[config.mk]
export PLATFORM = sky130hd
export DESIGN_NAME = distance_smoother_flat
export DESIGN_NICKNAME = d
export VERILOG_FILES = /design/src/rtl/distance_pkg.sv /design/src/rtl/distance_smoother_if.sv /design/src/rtl/distance_window_buf.sv /design/src/rtl/distance_smoother.sv /design/src/flat_wrapper.sv
export SDC_FILE = /design/constraint.sdc
export NUM_CORES = 1
export LEC_CHECK = 0
export BUFFER_PORTS_ARGS = -buffer_cell sky130_fd_sc_hd__buf_2
export CAP_MARGIN = 20
export CORE_MARGIN = 5
export CORE_UTILIZATION = 55
export CTS_BUF_LIST = sky130_fd_sc_hd__clkbuf_16
export CTS_CLUSTER_SIZE = 24
export DETAILED_ROUTE_END_ITERATION = 16
export PLACE_DENSITY = 0.73
export SLEW_MARGIN = 20
export SYNTH_ARGS = -nofsm -noshare
export SYNTH_HDL_FRONTEND = slang
export SYNTH_SLANG_ARGS = --single-unit
export TNS_END_PERCENT = 50
[constraint.sdc]
create_clock -name clk -period 10.4 [get_ports clk]
set_input_delay 0.52 -clock clk [delete_from_list [all_inputs] [get_ports clk]]
set_output_delay 0.52 -clock clk [all_outputs]
set_load 0.03 [all_outputs]
[src/rtl/distance_pkg.sv]
// -----------------------------------------------------------------------------
// distance_pkg
// Shared types and constants for the distance smoothing path. The near
// threshold and hysteresis defaults live here so the display logic and the
// smoother agree on what "near" means.
// -----------------------------------------------------------------------------
package distance_pkg;

    typedef logic [15:0] distance_t;

    typedef enum logic {
        EMPTY = 1'b0,   // no history, next accepted sample preloads the window
        RUN   = 1'b1    // window holds history, sliding average active
    } smoother_state_t;

    localparam distance_t DEFAULT_NEAR_THRESH = 16'd400;
    localparam distance_t DEFAULT_NEAR_HYST   = 16'd40;

    localparam logic [7:0] REJECT_COUNT_MAX = 8'hFF;

endpackage

[src/rtl/distance_smoother_if.sv]
// -----------------------------------------------------------------------------
// distance_smoother_if
// Sample stream in, smoothed stream out.
//   in_valid/in_distance : one-cycle sample strobe and raw distance
//   flush                : drop history, return smoother to EMPTY
//   out_valid/out_distance: one-cycle strobe and registered average
//   near                 : proximity flag with hysteresis
//   fill                 : real samples in the window (saturating)
//   rejected_count       : only with DISTANCE_SMOOTHER_OUTLIER_REJECT_EN
// Modports: master drives samples (sensor side), slave is the smoother.
// -----------------------------------------------------------------------------
interface distance_smoother_if #(
    parameter int W          = 16,
    parameter int LOG2_DEPTH = 3
);
    logic                  in_valid;
    logic [W-1:0]          in_distance;
    logic                  flush;
    logic                  out_valid;
    logic [W-1:0]          out_distance;
    logic                  near;
    logic [LOG2_DEPTH:0]   fill;
`ifdef DISTANCE_SMOOTHER_OUTLIER_REJECT_EN
    logic [7:0]            rejected_count;

    modport master (
        output in_valid, in_distance, flush,
        input  out_valid, out_distance, near, fill, rejected_count
    );
    modport slave (
        input  in_valid, in_distance, flush,
        output out_valid, out_distance, near, fill, rejected_count
    );
`else
    modport master (
        output in_valid, in_distance, flush,
        input  out_valid, out_distance, near, fill
    );
    modport slave (
        input  in_valid, in_distance, flush,
        output out_valid, out_distance, near, fill
    );
`endif
endinterface

[src/rtl/distance_window_buf.sv]
// -----------------------------------------------------------------------------
// distance_window_buf
// 2^LOG2_DEPTH x W sample history with a wrapping write pointer.
//   clk, rst_n : clock, async active-low reset (pointer only)
//   preload    : write wr_data into every entry, pointer back to 0
//   wr_en      : write wr_data at the pointer, pointer advances
//   wr_data    : sample to store
//   rd_data    : entry at the pointer, i.e. the oldest sample (combinational)
// -----------------------------------------------------------------------------
module distance_window_buf #(
    parameter int W          = 16,
    parameter int LOG2_DEPTH = 3
) (
    input  logic         clk,
    input  logic         rst_n,
    input  logic         preload,
    input  logic         wr_en,
    input  logic [W-1:0] wr_data,
    output logic [W-1:0] rd_data
);
    localparam int DEPTH = 1 << LOG2_DEPTH;

    logic [W-1:0]          mem_q [DEPTH];
    logic [LOG2_DEPTH-1:0] ptr_q, ptr_d;

    always_comb begin
        ptr_d = ptr_q;
        if (preload)    ptr_d = '0;
        else if (wr_en) ptr_d = ptr_q + LOG2_DEPTH'(1);   // wraps naturally
    end

    always_ff @(posedge clk or negedge rst_n) begin
        if (!rst_n) ptr_q <= '0;
        else        ptr_q <= ptr_d;
    end

    // NOTE: the storage array is deliberately not reset; its contents are
    // meaningless until the first preload, and leaving it out keeps it a
    // plain register file rather than DEPTH*W reset flops.
    always_ff @(posedge clk) begin
        if (preload) begin
            for (int i = 0; i < DEPTH; i++) mem_q[i] <= wr_data;
        end else if (wr_en) begin
            mem_q[ptr_q] <= wr_data;
        end
    end

    assign rd_data = mem_q[ptr_q];

endmodule

[src/rtl/distance_smoother.sv]
// -----------------------------------------------------------------------------
// distance_smoother
// Moving average over the last 2^LOG2_DEPTH accepted distance samples, with a
// hysteretic "near" flag.
//   clk, rst_n : clock, async active-low reset
//   bus        : distance_smoother_if.slave (samples in, smoothed stream out)
// The first sample after reset or flush preloads the whole window, so the
// average is meaningful from the first output.
// Optional: DISTANCE_SMOOTHER_OUTLIER_REJECT_EN drops samples equal to 0 or
// all-ones and counts them on bus.rejected_count.
// -----------------------------------------------------------------------------
module distance_smoother
    import distance_pkg::*;
#(
    parameter int        W           = 16,
    parameter int        LOG2_DEPTH  = 3,
    parameter distance_t NEAR_THRESH = DEFAULT_NEAR_THRESH,
    parameter distance_t NEAR_HYST   = DEFAULT_NEAR_HYST
) (
    input  logic         clk,
    input  logic         rst_n,
    distance_smoother_if.slave bus
);
    localparam int                  SUM_W    = W + LOG2_DEPTH;
    localparam int                  DEPTH    = 1 << LOG2_DEPTH;
    localparam logic [LOG2_DEPTH:0] FILL_MAX = DEPTH[LOG2_DEPTH:0];
    // Thresholds compared at W+1 bits so THRESH+HYST cannot wrap.
    localparam logic [W:0]          NEAR_LO  = (W+1)'(NEAR_THRESH);
    localparam logic [W:0]          NEAR_HI  = (W+1)'(NEAR_THRESH) + (W+1)'(NEAR_HYST);

    smoother_state_t     state_q, state_d;
    logic [SUM_W-1:0]    sum_q, sum_d;
    logic [LOG2_DEPTH:0] fill_q, fill_d;
    logic                out_valid_q, out_valid_d;
    logic [W-1:0]        out_distance_q, out_distance_d;
    logic                near_q, near_d;

    logic                accept;
    logic                preload;
    logic                wr_en;
    logic [W-1:0]        oldest;

`ifdef DISTANCE_SMOOTHER_OUTLIER_REJECT_EN
    logic [7:0]          rej_q, rej_d;
    logic                rejected;

    assign accept   = bus.in_valid && (bus.in_distance != '0) && (bus.in_distance != '1);
    assign rejected = bus.in_valid && !accept;
`else
    assign accept   = bus.in_valid;
`endif

    // A flush coinciding with a sample restarts the window from that sample.
    assign preload = accept && (bus.flush || state_q == EMPTY);
    assign wr_en   = accept && !preload;

    distance_window_buf #(
        .W          (W),
        .LOG2_DEPTH (LOG2_DEPTH)
    ) u_buf (
        .clk     (clk),
        .rst_n   (rst_n),
        .preload (preload),
        .wr_en   (wr_en),
        .wr_data (bus.in_distance),
        .rd_data (oldest)
    );

    // NOTE: every output of this block gets a default first, so no path can
    // leave a value unassigned and infer a latch.
    always_comb begin
        state_d        = state_q;
        sum_d          = sum_q;
        fill_d         = fill_q;
        out_valid_d    = 1'b0;
        out_distance_d = out_distance_q;
        near_d         = near_q;

        if (bus.flush) begin
            state_d = EMPTY;
            fill_d  = '0;
        end

        if (preload) begin
            state_d        = RUN;
            sum_d          = {bus.in_distance, LOG2_DEPTH'(0)};
            fill_d         = (LOG2_DEPTH+1)'(1);
            out_valid_d    = 1'b1;
            out_distance_d = bus.in_distance;
        end else if (wr_en) begin
            // The sum always contains the oldest entry, so the subtraction
            // cannot go negative.
            sum_d          = sum_q + SUM_W'(bus.in_distance) - SUM_W'(oldest);
            fill_d         = (fill_q == FILL_MAX) ? fill_q : fill_q + (LOG2_DEPTH+1)'(1);
            out_valid_d    = 1'b1;
            out_distance_d = sum_d[SUM_W-1:LOG2_DEPTH];
        end

        if (out_valid_d) begin
            if ({1'b0, out_distance_d} < NEAR_LO)       near_d = 1'b1;
            else if ({1'b0, out_distance_d} >= NEAR_HI) near_d = 1'b0;
        end
    end

    // NOTE: state registers use non-blocking assignments so every flop
    // samples its _d value from before the edge, independent of order.
    always_ff @(posedge clk or negedge rst_n) begin
        if (!rst_n) begin
            state_q        <= EMPTY;
            sum_q          <= '0;
            fill_q         <= '0;
            out_valid_q    <= 1'b0;
            out_distance_q <= '0;
            near_q         <= 1'b0;
        end else begin
            state_q        <= state_d;
            sum_q          <= sum_d;
            fill_q         <= fill_d;
            out_valid_q    <= out_valid_d;
            out_distance_q <= out_distance_d;
            near_q         <= near_d;
        end
    end

`ifdef DISTANCE_SMOOTHER_OUTLIER_REJECT_EN
    // Flush clears the count; a rejected sample in the same cycle counts
    // against the fresh window.
    always_comb begin
        rej_d = bus.flush ? 8'd0 : rej_q;
        if (rejected && rej_d != REJECT_COUNT_MAX) rej_d = rej_d + 8'd1;
    end

    always_ff @(posedge clk or negedge rst_n) begin
        if (!rst_n) rej_q <= '0;
        else        rej_q <= rej_d;
    end

    assign bus.rejected_count = rej_q;
`endif

    assign bus.out_valid    = out_valid_q;
    assign bus.out_distance = out_distance_q;
    assign bus.near         = near_q;
    assign bus.fill         = fill_q;

endmodule

[src/flat_wrapper.sv]
// flat-port wrapper written by rule: the top's interface ports become plain ports
module distance_smoother_flat import distance_pkg::*;
#(
    parameter int        W           = 16,
    parameter int        LOG2_DEPTH  = 3,
    parameter distance_t NEAR_THRESH = DEFAULT_NEAR_THRESH,
    parameter distance_t NEAR_HYST   = DEFAULT_NEAR_HYST
)
  (clk, rst_n, bus_in_valid, bus_in_distance, bus_flush, bus_out_valid, bus_out_distance, bus_near, bus_fill);
  distance_smoother_if #(.W(W), .LOG2_DEPTH(LOG2_DEPTH)) bus_i ();
  input  logic clk;
  input  logic rst_n;
  input wire logic [$bits(bus_i.in_valid)-1:0] bus_in_valid;
  input wire logic [$bits(bus_i.in_distance)-1:0] bus_in_distance;
  input wire logic [$bits(bus_i.flush)-1:0] bus_flush;
  output wire logic [$bits(bus_i.out_valid)-1:0] bus_out_valid;
  output wire logic [$bits(bus_i.out_distance)-1:0] bus_out_distance;
  output wire logic [$bits(bus_i.near)-1:0] bus_near;
  output wire logic [$bits(bus_i.fill)-1:0] bus_fill;
  assign bus_i.in_valid = bus_in_valid;
  assign bus_i.in_distance = bus_in_distance;
  assign bus_i.flush = bus_flush;
  assign bus_out_valid = bus_i.out_valid;
  assign bus_out_distance = bus_i.out_distance;
  assign bus_near = bus_i.near;
  assign bus_fill = bus_i.fill;
  distance_smoother #(.W(W), .LOG2_DEPTH(LOG2_DEPTH), .NEAR_THRESH(NEAR_THRESH), .NEAR_HYST(NEAR_HYST)) u_core (.clk(clk), .rst_n(rst_n), .bus(bus_i));
endmodule
; Yosys cells after proc, flatten, opt, wreduce, memory -nomap -nowiden
; Memories as Yosys holds them, arrays and structs flattened.
; Cells that the tools add are included.
[classes]
addsub = 4
order_cmp = 2
n_eq_ne = 2
n_mux = 23
n_bitwise = 1
n_reduce_logical = 11
[op_table]
columns = op, n
row1 = $mux 16, 3
row2 = $mux 19, 2
row3 = $add 19x16->19, 1
row4 = $sub 19x16->19, 1
row5 = $ge 16x9->1 const B, 1
row6 = $lt 16x9->1 const B, 1
row7 = $mux 4, 4
row8 = $reduce_or 16->1, 1
row9 = $mux 1, 11
row10 = $mux 3, 3
row11 = $reduce_bool 2->1, 3
row12 = $add 4x1->4 const B, 1
row13 = $eq 4x4->1 const B, 1
row14 = $reduce_and 2->1, 2
row15 = $add 3x1->3 const B, 1
row16 = $ne 3x2->1 const B, 1
row17 = $reduce_bool 3->1, 1
row18 = $logic_and 1x1->1, 2
row19 = $logic_not 1->1, 1
row20 = $logic_or 1x1->1, 1
row21 = $not 1->1, 1
[totals]
reg_bits = 45
ramBits = 128
input_bits = 20
output_inout_bits = 22
wordCells = 51
memories = 1
[memory_table]
columns = name, depth, word_bits, rd, rd_ports_with_merged_regs, write_ports, line
row1 = u_core.u_buf.mem_q, 8, 16, 1, 0, 8, distance_window_buf.sv:23  ; logic [W-1:0] mem_q [DEPTH];

; Longest topological paths before layout
[depth]
word_depth = 10
depth_mapped = 19
mapped_depth_nobuf = 16

; By module
; A second synthesis with hierarchy kept.
[hier_totals]
cells_unflattened = 694
area_unflattened_um2 = 8755.9
[modules_own_cells]
columns = module, instances, cells_per_inst, area_per_inst_um2, seq_area_each_um2
row1 = distance_window_buf, 1, 285, 5232.5, 3918.8
row2 = distance_smoother, 1, 409, 3523.4, 1051.0

; Worst setup path before layout
; No wires, ideal clock.
[synth_path]
path_type = register to register
start = reg u_core.u_buf.ptr_q[1]
end = reg u_core.near_q (netlist: u_core.bus.near)
setup_time_ns = 0.096
t_arrival_ns = 4.272
required_ns = 10.304
slack_ns = 6.032
path_stages_with_launch = 16
n_path_buf = 2
period_less_slack_ns = 4.368
cell_sequence = dfrtp_1 -> clkbuf_1 -> clkbuf_1 -> nor2_1 -> a221oi_1 -> o22ai_1 -> fa_1 -> fa_1 -> nand2b_1 -> a21o_1 -> a22oi_1 -> mux2i_1 -> o311ai_1 -> or3_1 -> and4b_1 -> nor4_2
[synth_between]
elab_chain_len = 7
word_cells_on_any_way = 9
classes_between = 1 x add/sub / 2 x order compare / 3 x mux / 2 x reduce/logical / 1 x memory
[synth_rtl]
columns = element, line
row1 = "start, declared", distance_window_buf.sv:24  ; logic [LOG2_DEPTH-1:0] ptr_q, ptr_d;
row2 = "start signal, assigned", distance_window_buf.sv:34  ; else ptr_q <= ptr_d;
row3 = $mem_v2 8x16 (*), n/a
row4 = $sub 19x16->19 (*), distance_smoother.sv:93  ; sum_d = sum_q + SUM_W'(bus.in_distance) - SUM_W'(oldest);
row5 = $mux 16 (*), distance_smoother.sv:90  ; end else if (wr_en) begin
row6 = $mux 16 (*), distance_smoother.sv:84  ; if (preload) begin
row7 = via u_core.out_distance_d[5], distance_smoother.sv:35  ; logic [W-1:0] out_distance_q, out_distance_d;
row8 = $ge 16x9->1 or $lt 16x9->1 (tied branches), "distance_smoother.sv:101, distance_smoother.sv:100"
row9 = $reduce_bool 2->1 (no line), n/a
row10 = $reduce_and 2->1 (no line), n/a
row11 = "end signal, assigned", distance_smoother.sv:121  ; near_q <= near_d;
row12 = "end, declared", distance_smoother.sv:36  ; logic near_q, near_d;
; Mark *: on every way through the listed nets, which the timed path passes. The rest lies on a longest branch.
; A chain may end at the register's enable or synchronous reset.

; Final worst setup path
[layout_path]
start = reg u_core.u_buf.ptr_q[1]
end = reg u_core.near_q (netlist: u_core.bus.near)
[layout_between]
elab_chain_len = 7
word_cells_on_any_way = 9
classes_between = 1 x add/sub / 2 x order compare / 3 x mux / 2 x reduce/logical / 1 x memory
[layout_rtl]
columns = element, line
row1 = $mem_v2 8x16 (*), n/a
row2 = $sub 19x16->19 (*), distance_smoother.sv:93
row3 = $mux 16 (*), distance_smoother.sv:90
row4 = $mux 16 (*), distance_smoother.sv:84
row5 = $ge 16x9->1 or $lt 16x9->1 (tied branches), "distance_smoother.sv:101, distance_smoother.sv:100"
row6 = $reduce_bool 2->1 (no line), n/a
row7 = $reduce_and 2->1 (no line), n/a
; Mark *: on every way between the ends. The rest lies on a longest branch, timed or not.

==> results.py <==
metrics = {
    "setup_path": {
        "required_ns": 10.74,
        "critPathKind": "reg2reg",
        "cp_data_arrival_time_ns": 5.70,
        "crit_fanout": 33,
        "cp-start-kind": "register",
        "end_kind": "register",
        "r2r_setup_slack_ns": 5.03,
    },
    "placed_design": {
        "dp_slack_ns": 5.08,
        "place_inst": 927,
        "port_buffers": 41,
        "dp_hpwl_um": 13100,
        "placed_area_um2": 8990,
        "gp_congestion": 0.922,
    },
    "yosys": {
        "synth-main-ff-cell": "edfxtp_1",
        "synth_nets": 766,
        "synth_seq_cells": 173,
        "synthCells": 708,
        "ys_seq_area_share_pct": 57.8,
        "avgSynthCellArea_um2": 12.1,
        "synth_edf_count": 128,
        "yosys_warnings": 0,
        "syn_area_um2": 8600,
        "netlist-cell-type-count": 60,
        "ys_async_sr_fraction_pct": 26.0,
    },
    "power": {
        "power.leakage_nw": 3.79,
        "powerDensity_nw_per_um2": 253,
        "finalPower_w": 0.00242,
        "ir_worst_vdd_v": 0.000145,
    },
    "global_routing": {
        "grtUsageTotal_pct": 22.8,
        "antenna_found_initial": 0,
        "gr-total-overflow": 0,
        "first_global_vias": 5839,
        "grt_max_degree": 70,
        "grt_first_pass_wirelength_um": 31600,
    },
    "clock_tree": {
        "cts_resized": 0,
        "cts_tree": "built",
        "cts_made_buffers": 17,
        "clk_pin_slew_ns": 0.07,
        "ctsHoldBuffers": 0,
        "clkSinkCount": 173,
        "cts_root_buf": "clkbuf_16",
        "clockBufferDepth": 2,
        "htreeDepth": 4,
        "post_cts_buffers": 0,
        "clk_latency_ns": 0.43,
    },
    "timing": {
        "fmax_mhz": 186,
        "hold_violations": 0,
        "slew_headroom_pct": 31.2,
        "grt_setup_unrepaired": "false",
        "slew_violations": 0,
        "fin_skew_ns": 0.0105,
        "tightest_slew_ns": 1.03,
        "finalCritPeriodShare_pct": 51.6,
        "postLayoutSetupSlackWorst_ns": 5.03,
        "fin_crit_ns": 5.37,
        "fin_setup_tns_ns": 0,
        "finalSetupViolations": 0,
    },
    "cells_and_area": {
        "drive_gt1_share_pct": 15.9,
        "fillers": 1203,
        "layout_commonest_cell": "edfxtp_1",
        "stdcell_area_um2": 9570,
        "layout_common_cells": "edfxtp_1, inv_1, dfrtp_1",
        "num_antenna_cells": 0,
        "finalNonFillerCells": 959,
        "syn_to_final_growth_pct": 11.4,
        "num-nets-final": 793,
    },
    "status": {
        "outcome": "completed",
    },
    "floorplanning": {
        "initial_core_util_pct": 56.4,
        "core-area_um2": 15300,
        "num_io_pins": 42,
        "num_rows": 45,
        "die_h_um": 135,
        "die_x_um": 135,
        "die_area_um2": 18200,
    },
    "route": {
        "first_iter_violations": 506,
        "wl_per_cell_um": 20.3,
        "viasPerCell": 5.99,
        "ant_nets": 0,
        "vias": 5745,
        "drcViolationCount": 0,
        "drt_wl_total_um": 19500,
        "first_pass_iters": 5,
    },
    "job": {
        "cap_violations": 0,
    },
    "min_path": {
        "hold_path_class": "in2async",
    },
}
## through the flow
step                util, %  hold WS (ns)
finish                 62.7        0.0942
global route           62.7         0.138
CTS                    62.7         0.309
detailed placement     58.9         0.470
global placement       58.9         0.476
floorplan                 -         0.224
## cell usage after synthesis, types with 12 or more instances
library cell	instances	share of area, %
a21o_1	15	1.3
a21oi_1	31	1.8
a221oi_1	12	1.2
a22oi_1	18	1.6
a31oi_1	14	1.0
clkbuf_1	32	1.4
dfrtp_1	45	13
edfxtp_1	128	45
fa_1	16	3.7
ha_1	22	3.2
inv_1	77	3.4
mux2_2	21	2.8
mux2i_1	24	2.8
nand2_1	31	1.4
nand3_1	16	0.93
nor2_1	32	1.4
o21ai_0	37	2.2
## layout make-up
| type | instances | area [um^2] | share of cell area, % |
|---|---|---|---|
| sequential | 173 | 4970 | 51.9 |
| tap | 211 | 264 | 2.76 |
| clock inverter | 15 | 153 | 1.59 |
| timing repair buffer | 52 | 290 | 3.03 |
| clock buffer | 17 | 425 | 4.44 |
| multi-input combinational | 414 | 3180 | 33.2 |
| inverter | 77 | 289 | 3.02 |
## path summary, 6_finish.rpt
| path | to | from | cells after the start |
|---|---|---|---|
| min in group clk | u_core.bus.fill[3] | bus_flush | 2 |
| worst min-delay path | u_core.sum_q[18] | rst_n | 1 |
| worst max-delay path | u_core.bus.near | u_core.u_buf.ptr_q[1] | 14 |
| worst max register to register | u_core.bus.near | u_core.u_buf.ptr_q[1] | 14 |
| worst min register to register | u_core.bus.out_distance[8] | u_core.bus.out_distance[8] | 1 |
| max in group asynchronous | u_core.u_buf.ptr_q[0] | rst_n | 1 |
## per-layer routing
metal	routed length [um]	vias to the layer above	global-route usage (%)	part of all wire, %
met5	0	-	0	0
met4	364	0	7.00	1.9
met3	994	28	4.55	5.1
met2	9640	194	36.6	50
met1	8460	2861	31.6	43
li1	-	2662	-	-
## flip-flops by register name, indices dropped and copies added (netlist names)
| signal | count |
|---|---|
| u_core.bus.near | 1 |
| u_core.bus.out_distance | 16 |
| u_core.bus.fill | 4 |
| u_core.bus.out_valid | 1 |
| u_core.sum_q | 19 |
| u_core.u_buf.ptr_q | 3 |
| u_core.u_buf.mem_q | 128 |
| u_core.state_q | 1 |
## worst max-delay path, cell delays in order, from the launching register on
cell	delay [ns]
dfrtp_2	0.57
buf_4	0.44
nor2b_1	0.69
a221oi_1	0.23
o22ai_1	0.28
fa_1	0.50
fa_1	0.47
nand2b_1	0.22
a21oi_1	0.29
o21ai_0	0.26
and4_1	0.26
a211oi_1	0.48
o211a_1	0.24
a41oi_1	0.15
nor4_2	0.16
## kinds of logic after synthesis
family	count (synthesis)	synth area share [%]
compound gates	191	15.3
xor+xnor	10	1.02
flops	173	57.8
fa+ha+maj	38	6.93
buf+inv	121	5.50
mux	47	6.07
simple gates	128	7.39
## power breakdown
group	internal [W]	total (W)	switching, W	leakage (nW)
Clock	0.000338	0.000620	0.000282	0.285
Sequential	0.000834	0.000872	0.0000380	1.76
Combinational	0.000350	0.000930	0.000580	1.74
Total	0.00152	0.00242	0.000899	3.79
No activity file was read; power rests on OpenSTA's default activity.
